==> config.mk <==
export PLATFORM = sky130hd
export DESIGN_NAME = sink_lookup_ctrl
export DESIGN_NICKNAME = d
export VERILOG_FILES = /design/src/rtl/sink_pkg.sv /design/src/rtl/sink_req_arbiter.sv /design/src/rtl/sink_lookup_ctrl.sv
export SDC_FILE = /design/constraint.sdc
export NUM_CORES = 1
export LEC_CHECK = 0
export CAP_MARGIN = 10
export CORE_ASPECT_RATIO = 1.1
export CORE_UTILIZATION = 60
export DETAILED_ROUTE_END_ITERATION = 8
export PLACE_DENSITY_LB_ADDON = 0.08
export SYNTH_ARGS = -nofsm -noshare
export SYNTH_HDL_FRONTEND = slang
export SYNTH_SLANG_ARGS = --single-unit
export TNS_END_PERCENT = 10
==> constraint.sdc <==
create_clock -name clock -period 6.9 [get_ports clock]
set_input_delay 1.035 -clock clock [delete_from_list [all_inputs] [get_ports clock]]
set_output_delay 1.035 -clock clock [all_outputs]
set_load 0.02 [all_outputs]
==> src/rtl/sink_pkg.sv <==
// sink_pkg: shared constants, node-ID type and FSM state encoding for the sink lookup block.
package sink_pkg;
  localparam int ID_W = 5;
  localparam int NUM_ENTRIES = 10;
  typedef logic [ID_W-1:0] node_id_t;
  typedef enum logic [1:0] {IDLE, SCAN, DONE} state_e;
endpackage

==> src/rtl/sink_req_arbiter.sv <==
// sink_req_arbiter: 2-input arbiter; round-robin when SINK_LOOKUP_RR_EN is defined, else fixed priority to requester 0.
module sink_req_arbiter (
`ifdef SINK_LOOKUP_RR_EN
  input  logic       clock,
  input  logic       reset,
  input  logic       en,
`endif
  input  logic [1:0] req,
  output logic [1:0] grant
);
`ifdef SINK_LOOKUP_RR_EN
  logic last_q, last_d;
  always_comb begin
    grant = (req[0] && (!req[1] || last_q)) ? 2'b01 : req[1] ? 2'b10 : 2'b00;
    last_d = (en && |req) ? grant[1] : last_q;
  end
  // Reset to "requester 1 granted last" so requester 0 wins the first tie.
  always_ff @(posedge clock or posedge reset)
    if (reset) last_q <= 1'b1;
    else last_q <= last_d;
`else
  always_comb grant = req[0] ? 2'b01 : req[1] ? 2'b10 : 2'b00;
`endif
endmodule

==> src/rtl/sink_lookup_ctrl.sv <==
// sink_lookup_ctrl: arbitrated linear-scan lookup of a node ID in a small known-sink table.
// Arbitration mode selected by SINK_LOOKUP_RR_EN (round-robin when defined, fixed priority otherwise).
module sink_lookup_ctrl
  import sink_pkg::state_e, sink_pkg::IDLE, sink_pkg::SCAN, sink_pkg::DONE;
#(
  parameter int NUM_ENTRIES = sink_pkg::NUM_ENTRIES,
  parameter int ID_W = sink_pkg::ID_W
) (
  input  logic            clock,
  input  logic            reset,
  input  logic            tbl_we,
  input  logic [3:0]      tbl_waddr,
  input  logic [ID_W-1:0] tbl_wdata,
  input  logic [1:0]      req,
  input  logic [ID_W-1:0] req_id0,
  input  logic [ID_W-1:0] req_id1,
  output logic [1:0]      ack,
  output logic            rsp_valid,
  output logic            rsp_owner,
  output logic            rsp_hit,
  output logic [3:0]      rsp_index,
  output logic            busy
);
  localparam logic [3:0] LAST = 4'(NUM_ENTRIES - 1);
  state_e state_q, state_d;
  logic [ID_W-1:0] tbl_id_q [NUM_ENTRIES];
  logic [ID_W-1:0] tbl_id_d [NUM_ENTRIES];
  logic [NUM_ENTRIES-1:0] valid_q, valid_d;
  logic [ID_W-1:0] id_q, id_d;
  logic [3:0] ptr_q, ptr_d, index_q, index_d;
  logic [1:0] ack_q, ack_d, grant;
  logic owner_q, owner_d, rsp_owner_q, rsp_owner_d, hit_q, hit_d;
  logic start, match, scan_end, wr;
  sink_req_arbiter u_arb (
`ifdef SINK_LOOKUP_RR_EN
    .clock (clock),
    .reset (reset),
    .en    (state_q == IDLE),
`endif
    .req   (req),
    .grant (grant)
  );
  always_ff @(posedge clock or posedge reset)
    if (reset) begin
      state_q     <= IDLE;
      valid_q     <= '0;
      id_q        <= '0;
      ptr_q       <= '0;
      index_q     <= '0;
      ack_q       <= '0;
      owner_q     <= 1'b0;
      rsp_owner_q <= 1'b0;
      hit_q       <= 1'b0;
    end else begin
      state_q     <= state_d;
      valid_q     <= valid_d;
      id_q        <= id_d;
      ptr_q       <= ptr_d;
      index_q     <= index_d;
      ack_q       <= ack_d;
      owner_q     <= owner_d;
      rsp_owner_q <= rsp_owner_d;
      hit_q       <= hit_d;
    end
  // Table IDs carry no reset; the valid bits alone decide whether an entry can match.
  always_ff @(posedge clock) tbl_id_q <= tbl_id_d;
  always_comb begin
    start    = state_q == IDLE && |req;
    match    = valid_q[ptr_q] && tbl_id_q[ptr_q] == id_q;
    scan_end = state_q == SCAN && (match || ptr_q == LAST);
    wr       = state_q == IDLE && tbl_we && tbl_waddr <= LAST;
    tbl_id_d = tbl_id_q;
    valid_d  = valid_q;
    for (int i = 0; i < NUM_ENTRIES; i++) begin
      valid_d[i]  = valid_q[i] | (wr && tbl_waddr == 4'(i));
      tbl_id_d[i] = (wr && tbl_waddr == 4'(i)) ? tbl_wdata : tbl_id_q[i];
    end
    state_d     = state_q == IDLE ? (start ? SCAN : IDLE) :
                  state_q == SCAN ? (scan_end ? DONE : SCAN) : IDLE;
    ack_d       = start ? grant : 2'b00;
    id_d        = start ? (grant[1] ? req_id1 : req_id0) : id_q;
    owner_d     = start ? grant[1] : owner_q;
    ptr_d       = start ? 4'd0 : (state_q == SCAN && !scan_end) ? ptr_q + 4'd1 : ptr_q;
    hit_d       = scan_end ? match : hit_q;
    index_d     = scan_end ? (match ? ptr_q : 4'd0) : index_q;
    rsp_owner_d = scan_end ? owner_q : rsp_owner_q;
  end
  always_comb begin
    busy      = state_q != IDLE;
    rsp_valid = state_q == DONE;
    ack       = ack_q;
    rsp_owner = rsp_owner_q;
    rsp_hit   = hit_q;
    rsp_index = index_q;
  end
endmodule

==> results of run 1 <==
## final cells by class
cell class / instances / area share
Inverter: 6 / 0.00559
Timing Repair Buffer: 36 / 0.0920
Clock buffer: 11 / 0.0326
Multi-Input combinational cell: 132 / 0.267
Sequential cell: 80 / 0.559
Clock inverter: 5 / 0.0199
Tap cell: 75 / 0.0233
## logic make-up after synthesis
| family | Yosys count |
|---|---|
| XOR/XNOR | 1 |
| AO/OA/AOI/OAI | 38 |
| buffers and inverters | 15 |
| flip-flops | 80 |
| adder cells (fa/ha/maj) | 2 |
| multiplexers | 27 |
| AND/OR/NAND/NOR | 64 |
## Yosys cell counts, types with 3 or more instances
master / number
edfxtp_1: 50
dfrtp_1: 30
mux2i_1: 16
nand2_1: 13
or2_2: 11
mux4_2: 10
o21ai_0: 10
nor2_1: 9
inv_1: 6
a22o_1: 5
a22oi_1: 5
nand2b_1: 5
nor3_1: 5
or3_1: 5
nor2b_1: 4
and2_1: 3
clkbuf_1: 3
o22ai_1: 3
## path summary, 6_finish.rpt
check | start | to | slack [ns] | cells past startpoint
worst max-delay path | ptr_q[1] | rsp_owner | 3.73 | 7
worst min-delay path | valid_q[5] | valid_q[5] | 0.47 | 1
worst max register to register | ptr_q[1] | rsp_owner | 3.73 | 7
worst min register to register | valid_q[5] | valid_q[5] | 0.47 | 1
max in group asynchronous | reset | id_q[4] | 5.35 | 3
min in group asynchronous | reset | rsp_index[3] | 1.06 | 2
## registers in the layout (all words and copies together) (netlist names)
signal,cells
owner_q,1
valid_q,10
rsp_hit,1
rsp_index,4
rsp_owner,1
ptr_q,4
tbl_id_q,50
ack,2
state_q,2
id_q,5
## cells in the final DEF, fill, tap and decap left out, types with 3 or more instances in the layout
| cell | count |
|---|---|
| a22o_1 | 5 |
| a22oi_1 | 5 |
| and2_1 | 3 |
| clkbuf_8 | 9 |
| clkdlybuf4s50_1 | 33 |
| dfrtp_1 | 30 |
| edfxtp_1 | 50 |
| inv_1 | 6 |
| mux2i_1 | 16 |
| mux4_2 | 10 |
| nand2_1 | 13 |
| nand2b_1 | 5 |
| nor2_1 | 9 |
| nor2b_1 | 4 |
| nor3_1 | 5 |
| o21ai_0 | 10 |
| o22ai_1 | 3 |
| or2_2 | 11 |
| or3_1 | 5 |
## critical path: stages, from the launching register on
cell	delay, ns
dfrtp_1	0.67
or3b_1	0.62
o21ai_0	0.31
o22ai_1	0.14
a211o_1	0.35
nor4_4	0.45
o21ai_2	0.20
mux2_4	0.32
## stage by stage
step                setup WS [ns]  power, W  std cells
global route                 3.57   0.00162        345
CTS                          3.73   0.00154        343
global placement             3.76   0.00116        327
detailed placement           3.73   0.00118        327
finish                       3.73   0.00154        345
floorplan                    4.30   0.00105        227
## report_power, final
part	total, W	switching (W)	internal, W
sequential	0.000689	0.000103	0.000586
clock	0.000369	0.000165	0.000204
combinational	0.000479	0.000225	0.000254
total	0.00154	0.000492	0.00104
## metal layers
metal / part of all wire / global-route usage / wire length (um) / vias to the layer above
li1: - / - / - / 946
met1: 0.40 / 0.304 / 2610 / 992
met2: 0.52 / 0.418 / 3370 / 68
met3: 0.062 / 0.0484 / 401 / 11
met4: 0.019 / 0.129 / 124 / 0
met5: 0 / 0 / 0 / -
==> metrics.cfg, run 1 <==
[floorplanning]
die-area_um2 = 5990
die_h_um = 81.1
ioPinCount = 34
initial_core_util = 0.628
fp.dieW_um = 73.9
fp.coreArea_um2 = 5430
rows = 28

[worst_setup_path]
worst_ep_arrival_time_ns = 3.41
cp-start-kind = flip-flop
end_kind = flip-flop
cp.required_ns = 7.14
critPathMaxFanout = 17
critPathKind = reg -> reg

[timing]
clock-skew-final_ns = 0.00740
slew_headroom = 0.310
fin_crit_ns = 3.17
worst_hold_slack_ns = 0.469
setup_tns_ns = 0
rsz0062_at_grt = no
setup_viol = 0
max_freq_mhz = 316
fin_crit_sh = 0.459
tightest_slew_ns = 1.03
slew_viol_final = 0
finalHoldViolCount = 0

[grt]
grt_max_degree = 31
grt_antenna_before_repair = 0
first_global_vias = 1938
grt_pass1_wl_um = 10100
grt_use_total = 0.248
grt.overflow.total = 0

[run_status]
status = completed

[clocking]
insertion_delay_ns = 0.35
tritoncts = done
postCtsSetupRepairBufs = 0
ctsHtreeMaxLevel = 3
numClockSinks = 80
cts_buffer_depth = 2
cts.hold.buffers_added = 0
cts_buffers = 9
clk_pin_slew_ns = 0.08
cts_resized = 0
cts-root-buf = clkbuf_8

[finish]
fillerInstances = 356
finalInstanceArea_um2 = 4030
n_antenna_cell = 0
drive_above_1_share = 0.159
register_area_um2 = 2250
final_core_util = 0.742
multiInputGateArea_um2 = 1080
area_growth_pct = 18.1
layout.nets = 291

[synthesis]
synthAdderAreaFrac = 0.00734
netlist.area_leader.share = 0.440
ys_seq_area_frac = 0.660
synth.area.top_cells = edfxtp_1, dfrtp_1, mux4_2
synth_fp_nets = 253
yosys.area.top_type = edfxtp_1
synth.cell_area_um2 = 3410
synth_seq_cells = 80
synth_cell_types = 41
yosysWarnings = 0
synthFlopType = edfxtp_1
synth_compound_area_frac = 0.0822
async_reset_ff_frac = 0.375
syn_area_per_cell_um2 = 15.0
synth-xor-area-share = 0.00257
yosys.area_share.simple = 0.106
synth_edf_count = 50
synth_top_family_by_area = multiplexers
syn-instance-count = 227
synth.area.mux_share = 0.117

[power]
p_leak_nw = 1.54
p_per_area_nw_per_um2 = 382
vdd_drop_max_mv = 0.185

[drt]
post-route-drc-count = 0
drt-pass1-iter-count = 4
detail-route-antenna-nets = 0
wl_um = 6510
vias = 2017
wire_per_inst_um = 18.9
drt-initial-drc-count = 90
vias_per_cell = 5.85

[place]
dpl.hpwl_um = 4520
io_buffers = 33
gp_congestion = 0.873
dpl_cell_area_um2 = 3780

[run]
drv_cap = 0

[hold_path]
hold_path.class = reg -> reg

No activity file was read; power rests on OpenSTA's default activity.
==> run 2: changes to the inputs <==
--- a/config.mk
+++ b/config.mk
@@ -7,7 +7,7 @@
 export LEC_CHECK = 0
 export CAP_MARGIN = 10
 export CORE_ASPECT_RATIO = 1.1
-export CORE_UTILIZATION = 60
+export CORE_UTILIZATION = 56
 export DETAILED_ROUTE_END_ITERATION = 8
 export PLACE_DENSITY_LB_ADDON = 0.08
 export SYNTH_ARGS = -nofsm -noshare
==> constraint.sdc (replaced) <==
create_clock -name clock -period 3 [get_ports clock]
set_input_delay 0.45 -clock clock [delete_from_list [all_inputs] [get_ports clock]]
set_output_delay 0.45 -clock clock [all_outputs]
set_load 0.02 [all_outputs]
==> metrics.cfg, run 2 (synthesized netlist as in run 1, its figures left out) <==
[run_status]
status = completed

[grt]
first_global_vias = 1983  ; +2.3%
grt_max_degree = 31  ; unchanged
grt_use_total = 0.227  ; -0.0215
grt.overflow.total = 0  ; unchanged
grt_pass1_wl_um = 10400  ; +3.5%
grt_antenna_before_repair = 0  ; unchanged

[worst_setup_path]
reg2reg_setup_slack_ns = 0.20  ; -3.54 ns
slowest_stage = mux4_2
worstSetupStartpoint = ptr_q[0]
worst_ep_arrival_time_ns = 3.05  ; -0.36 ns
critPathCapture = rsp_owner
cp-start-kind = flip-flop
critPathKind = reg -> reg
worstPathCellList = buf_4, mux4_2, mux2i_1, or3_1, nand4_1, nor4_4, o21ai_2, mux2_4
crit_cells = 8  ; +1
r2r-start = ptr_q[0]
r2r_end = rsp_owner
ff2ff_path_depth = 8  ; +1
critPathMaxFanout = 7  ; -10
end_kind = flip-flop
path_buf_inv = 1  ; +1
max_stage_delay_ns = 0.53  ; -0.14 ns
cp.required_ns = 3.24  ; -3.90 ns
path_delay_family = multiplexers

[power]
swShare = 0.331  ; +0.0104
combPwrFrac = 0.356  ; +0.044
p_seq_frac = 0.437  ; -0.011
switching_power_w = 0.00115  ; +130%
clkPwrFrac = 0.207  ; -0.033
p_leak_nw = 1.59  ; +3.5%
p_int_w = 0.00233  ; +120%
power.total_w = 0.00348  ; +130%
vdd_drop_max_mv = 0.439  ; +140%
p_per_area_nw_per_um2 = 850  ; +120%

[floorplanning]
initial_core_util = 0.587  ; -0.0406
ioPinCount = 34  ; unchanged
fp.coreArea_um2 = 5810  ; +6.9%
die-area_um2 = 6410  ; +7.0%
fp.dieW_um = 76.4  ; +3.4%
rows = 29  ; +3.6%
die_h_um = 83.9  ; +3.4%

[timing]
slew_headroom = 0.628  ; +0.319
worst_hold_slack_ns = 0.466  ; -0.00357 ns
slew_viol_final = 0  ; unchanged
setup_tns_ns = 0  ; unchanged
worst_slack_ns = 0.196  ; -3.54 ns
clock-skew-final_ns = 0.00755  ; +0.000151 ns
tightest_slew_ns = 0.555  ; -0.472 ns
max_freq_mhz = 357  ; +13%
setup_viol = 0  ; unchanged
finalHoldViolCount = 0  ; unchanged
fin_crit_sh = 0.935  ; +0.476
fin_crit_ns = 2.80  ; -0.364 ns
rsz0062_at_grt = no

[place]
dpl.hpwl_um = 4770  ; +5.7%
gp_congestion = 0.896  ; +2.6%
dpl_cell_area_um2 = 3910  ; +3.2%
place_ws_ns = 0.141  ; -3.59 ns
io_buffers = 33  ; unchanged

[drt]
wl_um = 6450  ; -0.89%
post-route-drc-count = 0  ; unchanged
drt-initial-drc-count = 122  ; +36%
wire_per_inst_um = 17.9  ; -5.3%
detail-route-antenna-nets = 0  ; unchanged
vias = 2060  ; +2.1%
drt-pass1-iter-count = 4  ; unchanged
vias_per_cell = 5.71  ; -2.4%

[finish]
layout.nets = 305  ; +4.8%
n_antenna_cell = 0  ; unchanged
area_growth_pct = 19.8
final_cell_mix = edfxtp_1, clkdlybuf4s50_1, dfrtp_1
fillerInstances = 432  ; +21%
largest_register_ffs = 50  ; unchanged
drive_above_1_share = 0.208  ; +0.0485
multiInputGateArea_um2 = 1080  ; unchanged
largestRegisters = tbl_id_q (50), valid_q (10), id_q (5)
register_area_um2 = 2250  ; about the same
finalInstanceArea_um2 = 4090  ; +1.5%
final_common_cell = edfxtp_1
top_register = tbl_id_q

[clocking]
ctsHtreeMaxLevel = 3  ; unchanged
cts-root-buf = clkbuf_8
clk_pin_slew_ns = 0.08  ; about the same
cts_buffers = 9  ; unchanged
postCtsSetupRepairBufs = 0  ; unchanged
tritoncts = done
insertion_delay_ns = 0.35  ; about the same
cts_buffer_depth = 2  ; unchanged
cts.hold.buffers_added = 0  ; unchanged
numClockSinks = 80  ; unchanged

[run]
drv_cap = 0  ; unchanged

[hold_path]
hold_path.class = in -> async

-- run 2: power groups by stage --
stage,logic (W),registers (W),clock network [W]
after floorplan,0.000927,0.00149,0
after global placement,0.00122,0.00154,0
after detailed placement,0.00125,0.00154,0
after CTS,0.00125,0.00152,0.000739
after global routing,0.00134,0.00155,0.000785
final,0.00124,0.00152,0.000718
-- run 2: final cells by class --
type / instances / share of cell area
Tap cell: 77 / 0.0236
Clock inverter: 5 / 0.00949
Inverter: 6 / 0.00551
Timing Repair Buffer: 50 / 0.112
Clock buffer: 11 / 0.0346
Sequential cell: 80 / 0.551
Multi-Input combinational cell: 132 / 0.264
-- run 2: what timing repair did --
action | in CTS | in global routing
gates resized for setup | 0 | 1
hold endpoints to repair | 0 | 0
endpoints found under the setup margin | 0 | 1
-- run 2: tightest hold or removal path, stage by stage --
cell and delay, ns:
clkdlybuf4s50_1 0.39, inv_1 0.05, buf_4 0.34
-- run 2: routing by layer --
metal / vias to the layer above / GRT usage / routed length (um)
met5: - / 0 / 0
met4: 0 / 0.101 / 116
met3: 7 / 0.0612 / 323
met2: 61 / 0.351 / 3190
met1: 1016 / 0.303 / 2820
li1: 976 / - / -
-- run 2: through the flow --
step	utilization	instances
after floorplan	-	227
after global placement	0.673	345
after detailed placement	0.673	345
after CTS	0.704	361
after global routing	0.704	361
final	0.704	361
-- run 2: how the worst min path moves through the flow --
stage,depth (start not counted),end,slack [ns]
final,3,rsp_index[3],0.47
after global routing,1,valid_q[4],0.49
after CTS,3,rsp_index[3],0.47
after detailed placement,1,valid_q[2],0.45
after global placement,1,valid_q[7],0.45
after floorplan,1,valid_q[2],0.43
==> run 3: changes to the inputs <==
--- a/config.mk
+++ b/config.mk
@@ -7,9 +7,11 @@
 export LEC_CHECK = 0
 export CAP_MARGIN = 10
 export CORE_ASPECT_RATIO = 1.1
+export CORE_MARGIN = 2
 export CORE_UTILIZATION = 56
 export DETAILED_ROUTE_END_ITERATION = 8
 export PLACE_DENSITY_LB_ADDON = 0.08
+export SETUP_SLACK_MARGIN = 0.02
 export SYNTH_ARGS = -nofsm -noshare
 export SYNTH_HDL_FRONTEND = slang
 export SYNTH_SLANG_ARGS = --single-unit
==> metrics.cfg, run 3 (synthesized netlist as in run 1, its figures left out) <==
[finish]
drive_above_1_share = 0.216  ; +0.00828
final_core_util = 0.705  ; +0.000981
final_cell_mix = edfxtp_1, clkdlybuf4s50_1, dfrtp_1
final_common_cell = edfxtp_1
largestRegisters = tbl_id_q (50), valid_q (10), id_q (5)
fin_cells = 364  ; +0.83%
area_growth_pct = 20.8
fillerInstances = 397  ; -8.1%
top_register = tbl_id_q
largest_register_ffs = 50  ; unchanged
n_antenna_cell = 0  ; unchanged
layout.nets = 308  ; +0.98%

[worst_setup_path]
worst_ep_arrival_time_ns = 3.08  ; +0.03 ns
critPathKind = reg -> reg
end_kind = flip-flop
r2r_end = ptr_q[0]
max_stage_delay_ns = 0.51  ; -0.02 ns
critPathMaxFanout = 10  ; +3
slowest_stage = dfrtp_1
ff2ff_path_depth = 9  ; +1
r2r-start = ptr_q[2]
cp.required_ns = 3.26  ; +0.02 ns
worstSetupStartpoint = ptr_q[2]
path_common_cell = buf_4
worstPathCellList = or3b_1, o21ai_0, o22ai_1, a211o_1, nor4_4, buf_4, nor3_1, buf_4, mux2i_1
reg2reg_setup_slack_ns = 0.18  ; -0.02 ns
cp-start-kind = flip-flop

[drt]
post-route-drc-count = 0  ; unchanged
drt-pass1-iter-count = 4  ; unchanged
vias = 2086  ; +1.3%
wire_per_inst_um = 18.2  ; +1.8%
detail-route-antenna-nets = 0  ; unchanged
vias_per_cell = 5.73  ; +0.43%
wl_um = 6620  ; +2.6%
drt-initial-drc-count = 152  ; +25%

[place]
dpl.hpwl_um = 4740  ; -0.66%
gp_congestion = 0.816  ; -8.9%
io_buffers = 33  ; unchanged
place_inst = 348  ; +0.87%

[floorplanning]
fp.dieW_um = 78.4  ; +2.6%
die-area_um2 = 6730  ; +5.1%
ioPinCount = 34  ; unchanged
initial_core_util = 0.584  ; -0.00365
die_h_um = 85.9  ; +2.4%
rows = 29  ; unchanged
fp.coreArea_um2 = 5840  ; +0.62%

[run_status]
status = completed

[timing]
worst_hold_slack_ns = 0.464  ; -0.00167 ns
setup_tns_ns = 0  ; unchanged
clock-skew-final_ns = 0.0135  ; +0.00598 ns
tightest_slew_ns = 0.610  ; +0.0546 ns
fin_crit_ns = 2.82  ; +0.0203 ns
fin_crit_sh = 0.942  ; +0.00677
slew_headroom = 0.592  ; -0.0365
slew_viol_final = 0  ; unchanged
max_freq_mhz = 354  ; -0.72%
finalHoldViolCount = 0  ; unchanged
setup_viol = 0  ; unchanged
rsz0062_at_grt = no

[clocking]
ctsHtreeMaxLevel = 3  ; unchanged
postCtsSetupRepairBufs = 0  ; unchanged
tritoncts = done
clk_pin_slew_ns = 0.08  ; about the same
cts_buffer_depth = 2  ; unchanged
numClockSinks = 80  ; unchanged
insertion_delay_ns = 0.35  ; about the same
cts-root-buf = clkbuf_8
cts_buffers = 9  ; unchanged

[grt]
grt_antenna_before_repair = 0  ; unchanged
first_global_vias = 2086  ; +5.2%
grt_pass1_wl_um = 10600  ; +1.2%
grt_use_total = 0.215  ; -0.0119
grt.overflow.total = 0  ; unchanged
grt_max_degree = 31  ; unchanged

[power]
vdd_drop_max_mv = 0.508  ; +16%
p_per_area_nw_per_um2 = 864  ; +1.7%
p_leak_nw = 1.61  ; +1.1%

[run]
drv_cap = 0  ; unchanged

[hold_path]
hold_path.class = in -> async

[run 3: changes by cell type in the layout (fill, tap and decap cells not counted), sizes merged]
cell and delta:
buf +3, bufinv +1, clkinv +1, inv -2
[run 3: report_power, final]
group / switching [W] / internal, W
Sequential: 0.000168 / 0.00135
Clock: 0.000372 / 0.000386
Combinational: 0.000615 / 0.000668
[run 3: how the worst max path moves through the flow]
stage / to / slack (ns) / depth (start not counted)
floorplan: rsp_owner / 0.40 / 8
global placement: ptr_q[0] / 0.24 / 9
detailed placement: ptr_q[0] / 0.10 / 10
CTS: ptr_q[0] / 0.06 / 9
global route: ptr_q[0] / 0.06 / 9
finish: ptr_q[0] / 0.18 / 9
[run 3: routing by layer]
layer  wire (um)  share of wire  track usage
met1        2920           0.44        0.270
met2        3350           0.51        0.371
met3         231          0.035       0.0389
met4         120          0.018       0.0861
met5           0              0            0
[run 3: repair_timing]
action | 4_1_cts | 5_1_grt
resized for setup | 0 | 2
hold buffers | 0 | 0
setup endpoints to repair | 0 | 4
[run 3: critical path: cells and delay by family, from the launching register on]
family | cells | cell delay, ns
and+or+nand+nor | 3 | 0.90
buffers and inverters | 2 | 0.33
muxes | 1 | 0.18
AOI/OAI and AO/OA | 3 | 0.80
DFF | 1 | 0.51
[run 3: layout make-up]
| class | instances | area (um2) | share of cell area |
|---|---|---|---|
| repair buffers | 53 | 480 | 0.117 |
| inverters | 6 | 22.5 | 0.00547 |
| well taps | 77 | 96.3 | 0.0234 |
| clock inverters | 5 | 56.3 | 0.0137 |
| flip-flops and latches | 80 | 2250 | 0.547 |
| multi-input cells | 132 | 1080 | 0.262 |
| clock buffers | 11 | 131 | 0.0319 |
[run 3: stage by stage]
stage | worst slack [ns] | total power (W) | cell area [um2]
2_1_floorplan | 0.400 | 0.00241 | 3410
3_3_place_gp | 0.245 | 0.00279 | 3930
3_5_place_dp | 0.105 | 0.00282 | 3930
4_1_cts | 0.0622 | 0.00358 | 4120
5_1_grt | 0.0579 | 0.00375 | 4120
6_report | 0.175 | 0.00356 | 4120
